`src/rtl/position_delay_line.sv`:
```
// Position delay line: clamps packed coordinates, captures them (optionally
// frame-locked), and delays them through DEPTH freezable stages.
module position_delay_line #(
  parameter int WIDTH = 12,
  parameter int CHANNELS = 2,
  parameter int DEPTH = 2,
  parameter int FRAME_LOCK = 1,
  parameter logic [WIDTH-1:0] MAX_VAL = 12'hFFF
) (
  input  logic                      clk,
  input  logic                      rst,
  input  logic [CHANNELS*WIDTH-1:0] pos_in,
  input  logic                      in_valid,
  input  logic                      frame_start,
  input  logic                      freeze,
  output logic [CHANNELS*WIDTH-1:0] pos_out,
  output logic                      out_valid
);

  localparam int PW = CHANNELS * WIDTH;

  logic [PW-1:0]    stg [DEPTH];
  logic [DEPTH-1:0] vld;
  logic [PW-1:0]    pend;
  logic             pend_flag;
  logic [PW-1:0]    clamped;
  logic [PW-1:0]    cap_d;
  logic             cap_ld;
  logic             fs_go;

  always_comb begin
    clamped = '0;
    for (int k = 0; k < CHANNELS; k++) begin
      if (pos_in[k*WIDTH +: WIDTH] > MAX_VAL)
        clamped[k*WIDTH +: WIDTH] = MAX_VAL;
      else
        clamped[k*WIDTH +: WIDTH] = pos_in[k*WIDTH +: WIDTH];
    end
  end

  assign fs_go = frame_start && !freeze;

  // Same-cycle sample bypasses the pending register
  always_comb begin
    cap_ld = 1'b0;
    cap_d  = clamped;
    if (FRAME_LOCK == 0) begin
      cap_ld = in_valid && !freeze;
    end else if (fs_go) begin
      if (in_valid) begin
        cap_ld = 1'b1;
      end else if (pend_flag) begin
        cap_ld = 1'b1;
        cap_d  = pend;
      end
    end
  end

  always_ff @(posedge clk or negedge rst) begin
    if (!rst) begin
      pend      <= '0;
      pend_flag <= 1'b0;
    end else if (FRAME_LOCK != 0) begin
      if (in_valid)
        pend <= clamped;
      if (fs_go && (in_valid || pend_flag))
        pend_flag <= 1'b0;
      else if (in_valid)
        pend_flag <= 1'b1;
    end
  end

  always_ff @(posedge clk or negedge rst) begin
    if (!rst) begin
      for (int i = 0; i < DEPTH; i++)
        stg[i] <= '0;
      vld <= '0;
    end else begin
      if (cap_ld) begin
        stg[0] <= cap_d;
        vld[0] <= 1'b1;
      end
      if (!freeze) begin
        for (int i = 1; i < DEPTH; i++) begin
          stg[i] <= stg[i-1];
          vld[i] <= vld[i-1];
        end
      end
    end
  end

  assign pos_out   = stg[DEPTH-1];
  assign out_valid = vld[DEPTH-1];

endmodule

```
`config.mk`:
```
export PLATFORM = sky130hd
export DESIGN_NAME = position_delay_line
export DESIGN_NICKNAME = d
export VERILOG_FILES = /design/src/rtl/position_delay_line.sv
export SDC_FILE = /design/constraint.sdc
export NUM_CORES = 1
export LEC_CHECK = 0
export ABC_AREA = 1
export BUFFER_PORTS_ARGS = -buffer_cell sky130_fd_sc_hd__buf_4
export CAP_MARGIN = 20
export CORE_MARGIN = 1
export CORE_UTILIZATION = 45
export CTS_BUF_LIST = sky130_fd_sc_hd__clkbuf_8
export CTS_CLUSTER_DIAMETER = 120
export DETAILED_ROUTE_END_ITERATION = 16
export PLACE_DENSITY = 0.66
export REMOVE_ABC_BUFFERS = 1
export SKIP_CTS_REPAIR_TIMING = 1
export SLEW_MARGIN = 10
export SYNTH_ARGS = -nofsm -noshare
export SYNTH_HDL_FRONTEND = slang
export SYNTH_SLANG_ARGS = --single-unit
```
`constraint.sdc`:
```
create_clock -name clk -period 1.19 [get_ports clk]
set_input_delay 0.119 -clock clk [delete_from_list [all_inputs] [get_ports clk]]
set_output_delay 0.119 -clock clk [all_outputs]
set_load 0.02 [all_outputs]
```
After elaboration in Yosys (flattened, before gate mapping) --
Cells that the tools add are included.
Word-level totals: register bits after elaboration 75, output and inout port bits 25, word-level logic and storage cells 23
Cells by class: multiplexer cells 10, reduce and logical (&&, ||, !) cells 5, $lt $le $gt $ge 2
Operators by type and width (number):
- $mux W24 | 3
- $gt A12 B12 Y1 const B | 2
- $mux W12 | 2
- $mux W1 | 5
- $logic_and A1 B1 Y1 | 2
- $reduce_bool A2 Y1 | 1
- $logic_not A1 Y1 | 1
- $logic_or A1 B1 Y1 | 1

Logic depth before layout (Yosys ltp) --
Gate-level depths: netlist of run 1.
depth in word-level cells 5, depth in mapped cells 7, mapped depth without buffers 6

Worst setup path after synthesis of run 1 --
Ideal clock, no wire load.
kind reg2reg, start register pend_flag, end register stg[38] in the netlist's numbering, data arrival time 894 ps, period minus slack after synthesis 1010 ps, cell stages (with the launch flop) 7, required time 1074 ps, path slack 180 ps, path through dfrtp_1 inv_1 nor2_2 buf_2 nand3_1 nand2_1 nand2_1
On the way: word-level cells in the longest chain between the ends 3, elaborated cells between the ends (all ways) 6, those cells by class mux: 6
RTL lines:
- start: declaration | line 25 | logic pend_flag;
- start signal: assignment | line 62 | pend_flag <= 1'b0;
- start signal: assignment | line 67 | pend_flag <= 1'b0;
- start signal: assignment | line 69 | pend_flag <= 1'b1;
- $mux W24 or $mux W1 (tied branches) | line 52 | end else if (pend_flag) begin
- $mux W24 or $mux W1 (tied branches) | line 50 | if (in_valid) begin
- $mux W24 or $mux W1 (tied branches) | line 49 | end else if (fs_go) begin
- end signal: indexed assignment | line 85 | stg[i] <= stg[i-1];
- end: declaration | line 22 | logic [PW-1:0] stg [DEPTH];
Parallel ways exist; a longest one is shown, timed or not. A chain may end at the register's enable or synchronous reset.

Final worst setup path of run 1 --
start register pend_flag, end register stg[44] in the netlist's numbering
Same word-level chain as after synthesis.

==> results of run 1 <==
worst min-delay path: stages:
cell	delay [ns]
buf_4	0.08
nor2_1	0.04
a21oi_1	0.10
registers in the layout (all words and copies together), names as in the netlist:
name       cells
stg           24
vld            2
pend_flag      1
pend          24
pos_out       24
placed cells by master (no fill, tap or decap):
master | synthesis | layout
dlygate4sd3_1 | 0 | 1
inv_1 | 29 | 30
nand3_1 | 24 | 24
nand2_2 | 1 | 1
nand2_1 | 147 | 146
nand2_4 | 0 | 1
buf_12 | 0 | 6
dfrtp_1 | 75 | 75
o21ai_0 | 1 | 1
clkinv_2 | 0 | 2
nor2_2 | 1 | 1
nor2_8 | 1 | 1
nor2_1 | 48 | 48
buf_4 | 24 | 61
clkbuf_8 | 0 | 10
a21oi_1 | 25 | 25
clkbuf_16 | 0 | 2
bufinv_16 | 0 | 3
area by class of cell:
type / instances / share of cell area (%)
flip-flops and latches: 75 / 46.83
multi-input cells: 248 / 25.51
repair buffers: 70 / 15.92
clock buffers: 10 / 3.434
well taps: 96 / 2.997
inverters: 29 / 2.716
clock inverters: 6 / 2.591
per-stage QoR:
| step | hold WS [ns] | instances |
|---|---|---|
| final | 0.03897 | 534 |
| after global routing | 0.04513 | 534 |
| after CTS | -0.3107 | 531 |
| after detailed placement | 0.05888 | 515 |
| after global placement | 0.05485 | 515 |
| after floorplan | -0.1766 | 352 |
power groups by stage:
stage | Sequential, mW | Combinational, mW | Clock [mW]
floorplan | 3.26 | 0.434 | 0
global placement | 3.10 | 1.13 | 0
detailed placement | 3.11 | 1.15 | 0
CTS | 3.06 | 1.15 | 2.38
global route | 3.10 | 1.31 | 2.48
finish | 3.06 | 1.17 | 2.33
kinds of logic (layout without fill, tap and decap cells):
| group | after synthesis | count (layout) | synth area share (%) |
|---|---|---|---|
| AND/OR/NAND/NOR | 222 | 222 | 26.88 |
| buffers and inverters | 72 | 115 | 12.13 |
| AO/OA/AOI/OAI | 26 | 26 | 3.954 |
| flip-flops | 75 | 75 | 57.03 |
layer usage:
| layer | vias up | routed length, um | track usage, % | part of all wire [%] |
|---|---|---|---|---|
| met5 | - | 0 | 0 | 0 |
| met4 | 0 | 87 | 7.601 | 1.3 |
| met3 | 10 | 253 | 3.602 | 3.9 |
| met2 | 59 | 3062 | 30.26 | 47 |
| met1 | 1167 | 3070 | 23.07 | 47 |
| li1 | 1255 | - | - | - |
worst max path at each step:
stage,start,end,slack (ns),cells after the start
floorplan,in_valid,stg[24]$_DFFE_PN0P_,-0.59,6
global placement,pend_flag$_DFFE_PN0P_,stg[28]$_DFFE_PN0P_,0.13,7
detailed placement,pend_flag$_DFFE_PN0P_,stg[25]$_DFFE_PN0P_,0.09,7
CTS,pend_flag$_DFFE_PN0P_,stg[35]$_DFFE_PN0P_,0.07,7
global route,pend_flag$_DFFE_PN0P_,stg[36]$_DFFE_PN0P_,0.003,7
finish,pend_flag$_DFFE_PN0P_,stg[44]$_DFFE_PN0P_,0.09,7
==> impl_metrics.json, run 1 <==
{
  "whs_endpoint": "pend[22]$_DFFE_PN0P_",
  "p_sw_share_pct": 26.36,
  "power_frac_seq_pct": 46.6,
  "cts_buffer_depth": 2,
  "regToRegStartpoint": "pend_flag$_DFFE_PN0P_",
  "relSlewSlack_pct": 76.39,
  "dp_hpwl_mm": 4.168,
  "hold-path-cell-count": 3,
  "area.sequential_um2": 1877,
  "routed_wl_mm": 6.474,
  "worstSetupStartpointType": "flop",
  "grt_max_degree": 30,
  "yosys-top-cells-count": "nand2_1 (147), dfrtp_1 (75), nor2_1 (48)",
  "rr_worst_depth": 7,
  "cp_slowest_stage_delay_ns": 0.36,
  "grt_pass1_vias": 2455,
  "io_buffers": 53,
  "timing.rr.end": "stg[44]$_DFFE_PN0P_",
  "drive_gt1_share_pct": 20.09,
  "holdCritStartpoint": "pos_in[22]",
  "grt_pass1_wl_mm": 10.63,
  "die_x_um": 87.52,
  "yosys_warnings": 0,
  "leakage_nw": 2.177,
  "critPathMaxFanout": 15,
  "synth_area_leader_cell": "dfrtp_1",
  "tns_ns": 0,
  "p_clk_share_pct": 35.5,
  "seq_area_frac_synth_pct": 57.03,
  "num_io_pins": 54,
  "antenna_found_initial": 0,
  "antenna_cells": 0,
  "synth_edf_count": 0,
  "overflow": 0,
  "die_y_um": 87.52,
  "period_share_pct": 92.62,
  "yosysTopAreaCellShare_pct": 57.03,
  "core_area_um2": 6944,
  "crit_type": "flop to flop",
  "fillers": 638,
  "yosysUniqueCellTypes": 14,
  "root_buffer": "clkbuf_8",
  "max_clock_freq_ghz": 0.9073,
  "finalNetCount": 462,
  "track_usage_pct": 18.10,
  "placement.cell_area_um2": 3699,
  "finalSetupViolCount": 0,
  "drt_iter0_drc": 138,
  "synth-async-reset-ratio_pct": 100.0,
  "finalPower_mw": 6.560,
  "reg2reg_slack_ns": 0.09,
  "wl_per_cell_um": 12.12,
  "die_area_um2": 7659,
  "yosys-top-cells-area": "dfrtp_1 (57%), nand2_1 (17%), buf_4 (5.5%)",
  "vias": 2491,
  "synth_ff_type": "dfrtp_1",
  "rsz0062_at_grt": "no",
  "post-route-cell-area_um2": 4008,
  "place_ws_ns": 0.08871,
  "synthCells": 395,
  "htreeDepth": 3,
  "tightest_slew_ns": 0.3542,
  "switching_power_mw": 1.729,
  "antenna_left": 0,
  "crit_required_ns": 1.41,
  "cp_top_family": "flip-flops",
  "maxCapViolCount": 0,
  "p_int_mw": 4.830,
  "worstPathCellList": "inv_1, nand2_2, nand2_4, buf_12, nor2_1, nand2_1, nand2_1",
  "hp-class": "primary input to flop",
  "syn_area_um2": 3291,
  "syn_to_final_growth_pct": 21.79,
  "clkSinkCount": 75,
  "skew_ns": 0.01023,
  "ir_drop_mv": 0.6514,
  "drc": 0,
  "floorplan.initialDensity_pct": 47.39,
  "clk_latency_ns": 0.33,
  "yosysMostFrequentCell": "nand2_1",
  "p_comb_share_pct": 17.8,
  "end_kind": "flop",
  "path_buf_inv": 2,
  "power_density_nw_per_um2": 1637,
  "tritoncts": "done",
  "firstDrtPassIters": 6,
  "status": "complete, no violations",
  "synth_seq_cells": 75,
  "slew_violations": 0,
  "syn_avg_cell_area_um2": 8.331,
  "finish.utilization_pct": 57.71,
  "crit_arrival_ns": 1.33,
  "cpMostUsedCell": "nand2_1",
  "cts.clk_slew.worst_paths_ns": 0.08,
  "hold_viol_final": 0,
  "finalCriticalPeriod_ns": 1.102,
  "setup_slack_ns": 0.08779,
  "floorplan.rows": 30,
  "cts_buffers": 9,
  "routed_via_density": 4.665,
  "crit_slowest_cell": "dfrtp_1",
  "place_congestion": 0.7350,
  "multi_input_area_um2": 1022
}
Note: power is estimated with default switching activity, not from simulation.
==> run 2: changes to the inputs <==
- ABC_AREA: 1 -> default
==> run 2 against run 1 <==
Compared with the run above: the flow now finishes with violations (negative setup slack); combinational power up 41%; wire length is 9.3% higher; final cell count down 23%; synthesized cell count shrank 31%; highest routed layer unchanged; register-to-register slack got worse by 0.097 ns; sequential power is 9.5% higher; die area rose by 6.2%.
==> impl_metrics.json, run 2 <==
{
  "status": "finished, violations left",
  "violations": "negative setup slack",
  "core_area_um2": 7370,
  "yosys-top-cells-count": "dfrtp_1 (75), mux2_2 (44), buf_4 (27)",
  "worstPathCellList": "clkbuf_16, nand4b_1, a21oi_2, a221o_1",
  "yosysTopAreaCellShare_pct": 53.61,
  "yosys_warnings": 0,
  "routed_wl_mm": 7.074,
  "p_int_mw": 4.778,
  "fillers": 641,
  "ir_drop_mv": 0.6104,
  "max_clock_freq_ghz": 0.8336,
  "timing.rr.end": "stg[34]$_DFFE_PN0P_",
  "worstSetupStartpointType": "flop",
  "yosys-top-cells-area": "dfrtp_1 (54%), mux2_2 (14%), a221o_1 (6.9%)",
  "floorplan.rows": 31,
  "place_congestion": 0.6779,
  "tritoncts": "done",
  "cts_buffers": 9,
  "antenna_left": 0,
  "routed_via_density": 5.484,
  "final_cell_mix": "dfrtp_1 (74), buf_4 (61), mux2_2 (44), nand2b_1 (25)",
  "finalCriticalPeriod_ns": 1.200,
  "cts.clk_slew.worst_paths_ns": 0.08,
  "crit_required_ns": 1.42,
  "num_io_pins": 54,
  "slew_violations": 0,
  "synth_edf_count": 0,
  "seq_area_frac_synth_pct": 53.61,
  "synthCells": 274,
  "finalPower_mw": 6.783,
  "grt_max_degree": 49,
  "synth-async-reset-ratio_pct": 100.0,
  "vias": 2265,
  "drive_gt1_share_pct": 41.40,
  "wl_per_cell_um": 17.13,
  "p_comb_share_pct": 24.3,
  "hold-path-cell-count": 2,
  "antenna_cells": 0,
  "yosysUniqueCellTypes": 16,
  "regToRegStartpoint": "pend_flag$_DFFE_PN0P_",
  "maxCapViolCount": 0,
  "clk_latency_ns": 0.35,
  "leakage_nw": 1.732,
  "firstDrtPassIters": 4,
  "grt_pass1_vias": 2250,
  "io_buffers": 53,
  "overflow": 0,
  "die_area_um2": 8136,
  "htreeDepth": 3,
  "die_y_um": 90.20,
  "holdCritStartpoint": "pos_in[23]",
  "antenna_found_initial": 0,
  "root_buffer": "clkbuf_8",
  "finalNetCount": 338,
  "end_kind": "flop",
  "hp-class": "primary input to flop",
  "synth_seq_cells": 75,
  "synth_area_leader_cell": "dfrtp_1",
  "crit_slowest_cell": "dfrtp_2",
  "switching_power_mw": 2.005,
  "drt_iter0_drc": 141,
  "grt_pass1_wl_mm": 11.29,
  "setup_slack_ns": -0.009607,
  "crit_arrival_ns": 1.43,
  "crit_type": "flop to flop",
  "synth_ff_type": "dfrtp_1",
  "finalSetupViolCount": 4,
  "whs_endpoint": "stg[47]$_DFFE_PN0P_",
  "yosysMostFrequentCell": "dfrtp_1",
  "clkSinkCount": 75,
  "reg2reg_slack_ns": -0.01,
  "die_x_um": 90.20,
  "final_common_cell": "dfrtp_1",
  "skew_ns": 0.006160,
  "whs_ns": 0.006522,
  "p_clk_share_pct": 26.3,
  "p_sw_share_pct": 29.56,
  "relSlewSlack_pct": 57.25,
  "period_share_pct": 100.8,
  "cts_buffer_depth": 2,
  "power_frac_seq_pct": 49.4,
  "hold_viol_final": 0,
  "drc": 0,
  "rr_worst_depth": 4,
  "power_density_nw_per_um2": 1648,
  "floorplan.initialDensity_pct": 47.50,
  "dp_hpwl_mm": 4.171,
  "tightest_slew_ns": 0.6397,
  "critPathMaxFanout": 12,
  "syn_avg_cell_area_um2": 12.78,
  "syn_to_final_growth_pct": 17.55,
  "track_usage_pct": 17.71,
  "cp_slowest_stage_delay_ns": 0.46,
  "syn_area_um2": 3501,
  "rsz0062_at_grt": "yes"
}
[run 2: changes by cell type after synthesis, sizes merged, moves of 24 or more]
cell,change
a221o,+24
inv,-28
mux2,+49
nand2,-148
nand2b,+25
nand3,-24
nand4b,+24
nor2,-48
[run 2: worst max path at each step]
stage / startpoint / endpoint / slack [ns] / depth (start not counted)
floorplan: pend_flag$_DFFE_PN0P_ / stg[24]$_DFFE_PN0P_ / -0.30 / 3
global placement: freeze / stg[40]$_DFFE_PN0P_ / -0.08 / 4
detailed placement: freeze / stg[43]$_DFFE_PN0P_ / -0.11 / 4
CTS: pend_flag$_DFFE_PN0P_ / stg[34]$_DFFE_PN0P_ / -0.01 / 4
global route: pend_flag$_DFFE_PN0P_ / stg[37]$_DFFE_PN0P_ / -0.08 / 4
finish: pend_flag$_DFFE_PN0P_ / stg[34]$_DFFE_PN0P_ / -0.01 / 4
[run 2: power by group through the flow]
stage          Clock (mW)  Combinational (mW)  Sequential, mW
2_1_floorplan           0               0.611            3.62
3_3_place_gp            0                1.57            3.37
3_5_place_dp            0                1.62            3.39
4_1_cts              1.83                1.61            3.35
5_1_grt              1.93                1.77            3.42
6_report             1.78                1.65            3.35
[run 2: kinds of logic (layout without fill, tap and decap cells)]
logic type	count (synthesis)	count (layout)	share of synthesized area (%)
flops	75	75	53.61
simple gates	51	51	10.90
compound gates	50	50	10.72
mux	49	49	15.76
buf+inv	49	89	9.006
[run 2: layer usage]
layer	share of wire, %	vias up	global-route usage (%)
met5	0	-	0
met4	0.42	0	6.048
met3	4.8	2	5.415
met2	46	50	26.21
met1	49	1160	24.69
li1	-	1053	-
[run 2: worst max-delay path, delay by kind of cell (launching register included)]
kind            cells  cell delay, ns
flops               1            0.46
compound gates      2            0.32
buf+inv             1            0.19
simple gates        1            0.11
[run 2: stage by stage]
stage          setup TNS, ns  std cells  util [%]  worst slack [ns]  area, um2
2_1_floorplan         -7.209        226         -           -0.3004       3189
3_3_place_gp          -1.868        389     51.99          -0.07914       3831
3_5_place_dp          -2.202        389     51.99           -0.1149       3831
4_1_cts             -0.06969        405     54.41          -0.01191       4010
5_1_grt               -1.174        413     55.84          -0.07566       4115
6_report            -0.02434        413     55.84         -0.009607       4115
[run 2: area by class of cell]
class                      instances  area [um2]  share of cell area, %
clock buffer                      11       151.4                  3.679
clock inverter                     5       27.53                 0.6689
inverter                           1       3.754                0.09121
multi-input combinational        150        1316                  31.99
sequential                        75        1878                  45.64
tap                               99       123.9                  3.010
timing repair buffer              72       614.3                  14.93
